<file path="src/rtl/uart_tx.sv">
// Buffered 8N1 UART transmitter with a small write FIFO.
// Define UART_TX_PARITY_EN to append an even-parity bit after the data bits.
`timescale 1ns/1ps
module uart_tx #(
  parameter real SYSCLOCK   = 27.0,
  parameter real BAUDRATE   = 1.0,
  parameter int  FIFO_DEPTH = 4
) (
  input  logic       clk,
  input  logic       rst_n,
  input  logic [7:0] data_in,
  input  logic       data_valid,
  output logic       fifo_full,
  output logic       tx_bsy,
  output logic       tx_done,
  output logic       tx
);

  localparam int CLKPERBIT = int'(SYSCLOCK / BAUDRATE);
  localparam int CW = $clog2(CLKPERBIT) + 1;
  localparam int AW = $clog2(FIFO_DEPTH);
  localparam logic [CW-1:0] LAST = CW'(CLKPERBIT - 1);

  typedef enum logic [2:0] {
    IDLE,
    START,
    DATA,
`ifdef UART_TX_PARITY_EN
    PARITY,
`endif
    STOP
  } state_t;

  state_t        state;
  logic [CW-1:0] cnt;
  logic [2:0]    idx;
  logic [7:0]    shift;
`ifdef UART_TX_PARITY_EN
  logic          par;
`endif

  logic [7:0]    mem [FIFO_DEPTH];
  logic [AW:0]   wr_ptr;
  logic [AW:0]   rd_ptr;
  logic          empty;
  logic          push;
  logic          pop;
  logic          last;
  logic [7:0]    head;

  assign empty     = (wr_ptr == rd_ptr);
  assign fifo_full = (wr_ptr[AW-1:0] == rd_ptr[AW-1:0]) &&
                     (wr_ptr[AW] != rd_ptr[AW]);
  assign head      = mem[rd_ptr[AW-1:0]];

  always_comb begin
    last = (cnt == LAST);
    push = data_valid && !fifo_full;
    pop  = 1'b0;
    if (!empty)
      pop = (state == IDLE) || ((state == STOP) && last);
  end

  always_ff @(posedge clk or negedge rst_n) begin
    if (!rst_n) begin
      wr_ptr <= '0;
      rd_ptr <= '0;
      for (int i = 0; i < FIFO_DEPTH; i++)
        mem[i] <= '0;
    end else begin
      if (push) begin
        mem[wr_ptr[AW-1:0]] <= data_in;
        wr_ptr <= wr_ptr + 1'b1;
      end
      if (pop)
        rd_ptr <= rd_ptr + 1'b1;
    end
  end

  // Line outputs are registered from the current state, so tx trails state by one cycle.
  always_ff @(posedge clk or negedge rst_n) begin
    if (!rst_n) begin
      state   <= IDLE;
      cnt     <= '0;
      idx     <= '0;
      shift   <= '0;
      tx      <= 1'b1;
      tx_bsy  <= 1'b0;
      tx_done <= 1'b0;
`ifdef UART_TX_PARITY_EN
      par     <= 1'b0;
`endif
    end else begin
      tx_done <= (state == STOP) && last;
      tx_bsy  <= (state != IDLE) || !empty;
      if (state != IDLE)
        cnt <= last ? '0 : cnt + CW'(1);
      unique case (state)
        IDLE: begin
          tx  <= 1'b1;
          cnt <= '0;
          if (pop)
            state <= START;
        end
        START: begin
          tx <= 1'b0;
          if (last) begin
            state <= DATA;
            idx   <= '0;
          end
        end
        DATA: begin
          tx <= shift[0];
          if (last) begin
            shift <= {1'b0, shift[7:1]};
            idx   <= idx + 3'd1;
            if (idx == 3'd7)
`ifdef UART_TX_PARITY_EN
              state <= PARITY;
`else
              state <= STOP;
`endif
          end
        end
`ifdef UART_TX_PARITY_EN
        PARITY: begin
          tx <= par;
          if (last)
            state <= STOP;
        end
`endif
        STOP: begin
          tx <= 1'b1;
          if (last)
            state <= pop ? START : IDLE;
        end
        default: state <= IDLE;
      endcase
      if (pop) begin
        shift <= head;
`ifdef UART_TX_PARITY_EN
        par   <= ^head;
`endif
      end
    end
  end

endmodule
</file>
<file path="config.mk">
export PLATFORM = sky130hd
export DESIGN_NAME = uart_tx
export DESIGN_NICKNAME = d
export VERILOG_FILES = /design/src/rtl/uart_tx.sv
export SDC_FILE = /design/constraint.sdc
export NUM_CORES = 1
export LEC_CHECK = 0
export BUFFER_PORTS_ARGS = -buffer_cell sky130_fd_sc_hd__clkbuf_2
export CORE_UTILIZATION = 55
export DETAILED_ROUTE_END_ITERATION = 16
export GPL_ROUTABILITY_DRIVEN = 0
export HOLD_SLACK_MARGIN = 0.02
export PLACE_DENSITY = 0.84
export SLEW_MARGIN = 20
export SYNTH_ARGS = -nofsm -noshare
export SYNTH_HDL_FRONTEND = slang
export SYNTH_SLANG_ARGS = --single-unit
export TNS_END_PERCENT = 30
</file>
<file path="constraint.sdc">
create_clock -name clk -period 1.85 [get_ports clk]
set_input_delay 0.2775 -clock clk [delete_from_list [all_inputs] [get_ports clk]]
set_output_delay 0.2775 -clock clk [all_outputs]
set_load 0.02 [all_outputs]
</file>
-- Word-level counts from Yosys, hierarchy flattened
Index checks and enable logic that the tools add are counted.
- muxes and demuxes: 24
- add/subtract/negate cells: 4
- eq/ne operators: 13
- bitwise gates (word level): 2
- reduce and logical (&&, ||, !) cells: 19
- order comparisons: 3
- operators by type and width (operator ; count):
    8-bit two-way mux ; 6
    32-bit bitwise mux ; 1
    3-bit two-way mux ; 7
    6-bit two-way mux ; 3
    8-bit binary-select mux with 2-bit select ; 1
    8-bit demux with 2-bit select ; 1
    3-bit one-hot mux with 4 select lines ; 1
    2-bit != test (second input constant) ; 5
    3-bit by 1-bit adder with 3-bit output (second input constant) ; 3
    2-bit nonzero test ; 4
    6-bit by 1-bit adder with 6-bit output (second input constant) ; 1
    3-bit by 2-bit equality test with 1-bit output (second input constant) ; 2
    6-bit by 5-bit equality test with 1-bit output (second input constant) ; 1
    3-bit >= comparator (second input constant) ; 2
    2-bit inverter with 3-bit output ; 2
    3-bit one-hot mux with 2 select lines ; 1
    3-bit nonzero test ; 2
    5-bit AND reduction ; 1
    1-bit logical AND ; 4
    3-bit by 1-bit equality test with 1-bit output (second input constant) ; 1
    3-bit equality test ; 1
    3-bit equality test (second input constant) ; 1
    3-bit zero test ; 1
    3-bit by 1-bit < comparator with 1-bit output (second input constant) ; 1
    9 further kinds ; 12
- register bits after elaboration: 61
- bits of input ports: 11

-- Depth between registers and ports, before layout
Gate-level depths: netlist of the first run.
- word-level depth: 7
- depth in mapped cells: 7

-- Least setup slack after synthesis of the first run
OpenSTA, ideal clock, no wires.
- path kind: flip-flop to flip-flop
- start point: register cnt[0]
- end point: register shift[1]
- setup time: 125 ps
- cell stages (with the launch flop): 8
- slack: -15 ps
- required time: 1725 ps
- path buffers: 1
- arrival: 1740 ps
- clock period less this slack: 1865 ps
- cells stage by stage: dfrtp_1 -> inv_1 -> ha_1 -> nand4b_4 -> nor3b_2 -> buf_2 -> mux2_2 -> mux2_4
- longest elaborated chain between the ends: 6
- elaborated cells on any way between the ends: 8
- classes of those cells: eq/ne: 1; mux: 2; reduce/logical: 5
- ends and longest elaborated chain (what ; RTL line ; text):
    start, declared ; 35 ; logic [CW-1:0] cnt;
    start signal, assigned ; 97 ; cnt <= last ? '0 : cnt + CW'(1);
    6-bit by 5-bit equality test with 1-bit output (*) ; 57 ; last = (cnt == LAST);
    1-bit logical AND ; 61 ; pop = (state == IDLE) || ((state == STOP) && last);
    1-bit logical OR ; 61 ;
    1-bit two-way mux ; 60 ; if (!empty)
    2-bit nonzero test (no source line) ; n/a ;
    2-bit AND reduction (no source line) ; n/a ;
    end signal, assigned ; 115 ; shift <= {1'b0, shift[7:1]};
    end, declared ; 37 ; logic [7:0] shift;
Mark *: on every way between the ends. The rest lies on a longest branch, timed or not.
A chain may end at the register's enable or synchronous reset.

-- Worst setup path after layout of the first run
- start point: register cnt[0]
- end point: register shift[2]
Same word-level chain as after synthesis.

==> flow_summary.toml, run 1 <==
[critical_path]
cp_top_family = "multiplexers"
regToRegSetupSlack_ps = 20
r2r-end = "shift[2]$_DFFE_PN0P_"
crit_top_cell = "mux2_2"
crit_type = "reg2reg"
cp_num_buf_inv = 2
crit_chain = "inv_1 -> ha_2 -> nand4b_4 -> nor3b_2 -> buf_6 -> mux2_2 -> mux2_2"
slowest_stage = "dfrtp_1"
worst_ep_arrival_time_ps = 2070
end_kind = "register"
r2r-start = "cnt[0]$_DFF_PN0_"
worstSetupStartpointType = "register"
critPathMaxStageDelay_ps = 370
path_max_fanout = 10
required_ps = 2080
reg2reg_depth = 7

[clock_tree]
cts_tree = "done"
clkSinkCount = 60
clk_path_buf_depth = 2
root_buffer = "clkbuf_8"
clk_pin_slew_worst_paths_ps = 70
insertion_delay_ps = 350
cts.htree.levels = 3
cts_made_buffers = 9

[synthesis]
yosysMostFrequentCell = "dfrtp_1"
synth_top_area_frac = 0.471
synthTopCellsByCount = "59 x dfrtp_1, 37 x mux2_4, 14 x ha_1"
syn-num-nets = 227
synth_warnings = 0
synth_area_leader_cell = "dfrtp_1"
synth_cell_type_count = 37
syn_area_per_cell_um2 = 15.5
syn_inst = 202
synth_area_um2 = 3130
async_flop_share = 1.00
ys.flop_type = "dfrtp_1"
ys_seq_area_frac = 0.480
synth_area_leaders = "dfrtp_1 47%, mux2_4 18%, ha_1 5.6%, mux2_2 4.7%, mux4_2 3.6%"
synth-edff-count = 0
ys_ff_latch = 60

[routing]
dr.pass1.iters = 4
drt_iter0_drc = 61
ant_nets = 0
num_vias = 1638
drc = 0
vias_per_cell = 5.32
wl_um = 5370
wl_per_cell_um = 17.4

[timing]
min_period_ps = 1830
min_period_over_period = 0.992
fin_skew_ps = 11.0
timing.fmax_ghz = 0.545
setup_violations = 0
hold_viol_final = 0
slew-limit-headroom = 0.650
worst_slew_pin_slew_ps = 525
grt_setup_unrepaired = "true"
slew_viol_final = 0

[floorplanning]
pin_count = 15
dieArea_um2 = 6000
core_um2 = 5510
std_cell_rows = 27
chipHeight_um = 77.5
die_x_um = 77.5
initial_core_util = 0.569

[power]
intPower_mw = 4.58
power_frac_clock = 0.199
swShare = 0.318
powerDensity_nw_per_um2 = 1890
leakage_nw = 1.70
p_switching_mw = 2.14
p_seq_frac = 0.355
ir_worst_vdd_v = 0.000962
pwr-share-comb = 0.446

[placed_design]
dp.cells = 290
hpwl_um = 3570
portBuffers = 14
placed_cell_area_um2 = 3300

[status]
outcome = "completed"

[flow_run]
drv_cap = 0

[grt]
grt_pass1_wl_um = 9050
grt_pass1_vias = 1781
grt_use_total = 0.208
grt_max_degree = 42
grt-ovfl-total = 0
antenna_found_initial = 0

[final_layout]
syn2layout_area_growth_pct = 13.6
drive_gt1_frac = 0.475
num-fill-cells = 364
finish.utilization = 0.646
layout.cells.non_filler = 308
fin_area_um2 = 3560
nNetsFinal = 256
antenna_cells = 0

[hold_path]
holdPathStages = 2
hp-start = "data_in[3]"
hold_end = "mem[3]$_DFFE_PN0P_"
hold_class = "in2reg"
==> power by group through the flow <==
stage               Combinational (mW)  Sequential, mW  Clock [mW]
finish                            2.99            2.39        1.34
global placement                  2.86            2.36           0
global route                      3.24            2.47        1.41
detailed placement                2.98            2.38           0
floorplan                         2.50            2.25           0
CTS                               3.02            2.38        1.36
==> timing repair <==
action                                 4_1_cts  5_1_grt
buffers inserted                             1        0
hold buffers                                 1        0
endpoints found under the hold margin       18        0
setup endpoints to repair                    3        8
gates resized for setup                      3        2
==> through the flow <==
step	setup WS (ps)	setup TNS, ps	hold slack (ps)	power, mW
after floorplan	23.7	0	-18.1	4.75
after global placement	51.7	0	277	5.22
after detailed placement	8.30	0	280	5.36
after CTS	11.9	0	197	6.75
after global routing	-57.0	-339	207	7.12
final	15.3	0	214	6.72
==> cells by family after synthesis <==
kind of cell / count (synthesis) / synth area share
adders and majority gates: 14 / 0.0559
DFF: 60 / 0.480
xor gates and xnor gates: 11 / 0.0416
AOI/OAI and AO/OA: 13 / 0.0316
and+or+nand+nor: 29 / 0.0611
buffers and inverters: 16 / 0.0415
muxes: 59 / 0.288
==> worst max path at each step <==
stage | startpoint | endpoint | slack, ps | depth (start not counted)
2_1_floorplan | cnt[0]$_DFF_PN0_ | shift[1]$_DFFE_PN0P_ | 20 | 7
3_3_place_gp | cnt[0]$_DFF_PN0_ | shift[6]$_DFFE_PN0P_ | 50 | 7
3_5_place_dp | cnt[0]$_DFF_PN0_ | shift[2]$_DFFE_PN0P_ | 8 | 7
4_1_cts | cnt[0]$_DFF_PN0_ | shift[6]$_DFFE_PN0P_ | 10 | 7
5_1_grt | cnt[0]$_DFF_PN0_ | shift[4]$_DFFE_PN0P_ | -60 | 7
6_report | cnt[0]$_DFF_PN0_ | shift[2]$_DFFE_PN0P_ | 20 | 7
==> per-layer routing <==
| metal | track usage | up-vias | part of all wire | routed length [um] |
|---|---|---|---|---|
| li1 | - | 777 | - | - |
| met1 | 0.274 | 833 | 0.47 | 2540 |
| met2 | 0.320 | 18 | 0.49 | 2630 |
| met3 | 0.0388 | 10 | 0.017 | 93 |
| met4 | 0.123 | 0 | 0.019 | 102 |
| met5 | 0 | - | 0 | 0 |
==> flip-flops by register name, summed over array words and instances (netlist names) <==
name	flops
tx_bsy	1
shift	8
mem	32
state	2
idx	3
tx_done	1
wr_ptr	3
rd_ptr	3
tx	1
cnt	6
==> worst register-to-register path, stage by stage (launching register included) <==
cell      delay (ps)
dfrtp_1          370
inv_1             60
ha_2             180
nand4b_4         120
nor3b_2          200
buf_6            180
mux2_2           350
mux2_2           270
==> cell usage in the layout, fill, tap and decap left out, types with 4 or more instances in the layout <==
master    netlist  final
and2_4          4      4
buf_4           0     10
clkbuf_2        0     14
clkbuf_8        0     10
dfrtp_1        59     59
ha_1           14     13
inv_1           6      6
mux2_2         13     11
mux2_4         37     39
mux4_2          5      5
nor2_1          7      7
o21ai_0         5      4
xor2_1          5      5
==> area by class of cell <==
| cell class | instances | area [um2] | area share |
|---|---|---|---|
| clock inverters | 5 | 85.1 | 0.0239 |
| well taps | 72 | 90.1 | 0.0253 |
| clock buffers | 11 | 141 | 0.0397 |
| repair buffers | 28 | 206 | 0.0580 |
| flip-flops and latches | 60 | 1500 | 0.422 |
| inverters | 6 | 22.5 | 0.00633 |
| multi-input cells | 126 | 1510 | 0.424 |
Power figures use the tool's default switching activity.
==> run 2, diff against run 1 <==
- CORE_MARGIN: not set -> 3
==> run 2 against run 1 <==
Net effect: the flow now finishes with violations (negative setup slack); clock skew fell by 2.5 ps; final cell count down 0.65%; count of clock-buffer cells in the layout is 2 lower; utilization increased by 2.4 points; critical path type unchanged; critical path depth unchanged; largest power group unchanged; die area increased by 11%.
==> flow_summary.toml, run 2 (same netlist as run 1, synthesis figures left out) <==
[final_layout]
layout_commonest_cell = "dfrtp_1"
syn2layout_area_growth_pct = 13.5
antenna_cells = 0
fin_area_um2 = 3550
largest_register_ffs = 32
layout_common_cells = "59 x dfrtp_1, 38 x mux2_4, 14 x clkbuf_2"
drive_gt1_frac = 0.479
regMostFlops = "mem"
finish.utilization = 0.670
top_regs = "mem (32), shift (8), cnt (6)"
nNetsFinal = 256

[critical_path]
path_max_fanout = 9
required_ps = 2070
worstSetupStartpointType = "register"
reg2reg_depth = 7
worst_ep_arrival_time_ps = 2110
crit_type = "reg2reg"
end_kind = "register"
regToRegSetupSlack_ps = -40
r2r-end = "shift[4]$_DFFE_PN0P_"
r2r-start = "cnt[0]$_DFF_PN0_"

[floorplanning]
std_cell_rows = 26
core_um2 = 5300
pin_count = 15
dieArea_um2 = 6640
initial_core_util = 0.591
chipHeight_um = 81.5
die_x_um = 81.5

[clock_tree]
cts_tree = "done"
insertion_delay_ps = 340
clkSinkCount = 60
root_buffer = "clkbuf_8"
cts_made_buffers = 9
clk_path_buf_depth = 2
cts.htree.levels = 3
clk_pin_slew_worst_paths_ps = 70

[placed_design]
placed_cell_area_um2 = 3290
hpwl_um = 3660
portBuffers = 14

[timing]
timing.fmax_ghz = 0.529
min_period_over_period = 1.02
worst_slew_pin_slew_ps = 391
grt_setup_unrepaired = "true"
hold_viol_final = 0
min_period_ps = 1890
final.setup.tns_ps = -189
holdWs_ps = 224
slew_viol_final = 0
slew-limit-headroom = 0.737
setup_violations = 7
fin_skew_ps = 8.50
setup_ws_ps = -39.2

[flow_run]
drv_cap = 0

[hold_path]
hold_end = "mem[8]$_DFFE_PN0P_"
hp-start = "data_in[0]"
holdPathStages = 2
hold_class = "in2reg"

[routing]
wl_per_cell_um = 17.4
vias_per_cell = 5.44
dr.pass1.iters = 4
drc = 0
wl_um = 5330
ant_nets = 0
num_vias = 1665
drt_iter0_drc = 64

[status]
outcome = "finished with violations"
violations = "negative setup slack"

[power]
powerDensity_nw_per_um2 = 1880
p_total_mw = 6.68
ir_worst_vdd_v = 0.00109
leakage_nw = 1.70

[grt]
grt_pass1_vias = 1779
grt_pass1_wl_um = 8940
grt_max_degree = 61
antenna_found_initial = 0
grt_use_total = 0.186
grt-ovfl-total = 0
run 2: report_power, final:
| group | switching [mW] | internal [mW] | leakage [nW] |
|---|---|---|---|
| Combinational | 1.15 | 1.83 | 0.868 |
| Sequential | 0.453 | 1.94 | 0.725 |
| Clock | 0.543 | 0.767 | 0.110 |
| Total | 2.15 | 4.54 | 1.70 |
run 2: layer usage:
layer	routed length (um)	vias up	track usage
met5	0	-	0
met4	80	0	0.0845
met3	190	8	0.0493
met2	2640	29	0.295
met1	2420	849	0.239
li1	-	779	-
run 2: critical path, cell delays in order (launching register included):
cell and delay (ps):
dfrtp_1 380, inv_1 60, ha_2 180, nand4b_4 140, nor3b_4 240, buf_6 180, mux2_2 340, mux2_2 260
run 2: final cells by class:
cell class / count / area, um2
inverters: 6 / 22.5
repair buffers: 28 / 206
well taps: 70 / 87.6
clock inverters: 7 / 98.8
multi-input cells: 126 / 1510
clock buffers: 9 / 124
fillers: 359 / 1750
flip-flops and latches: 60 / 1500
run 2: timing repair:
action / in CTS / in global routing
endpoints found under the hold margin: 59 / 0
cloned: 0 / 0
resized for setup: 2 / 3
endpoints found under the setup margin: 7 / 8
hold buffers: 1 / 0
buffers inserted: 1 / 1
run 2: worst max path at each step:
stage,end,start,cells after the start,slack [ps]
floorplan,shift[1]$_DFFE_PN0P_,cnt[0]$_DFF_PN0_,7,20
global placement,shift[6]$_DFFE_PN0P_,cnt[0]$_DFF_PN0_,7,50
detailed placement,shift[1]$_DFFE_PN0P_,cnt[0]$_DFF_PN0_,7,-20
CTS,shift[1]$_DFFE_PN0P_,cnt[0]$_DFF_PN0_,7,-7
global route,shift[5]$_DFFE_PN0P_,cnt[0]$_DFF_PN0_,7,-110
finish,shift[4]$_DFFE_PN0P_,cnt[0]$_DFF_PN0_,7,-40
run 2: metrics by stage:
stage                     std cells  worst slack (ps)
after global routing            306              -111
after CTS                       305             -6.90
after detailed placement        287             -17.7
after floorplan                 202              23.7
final                           306             -39.2
after global placement          287              53.6
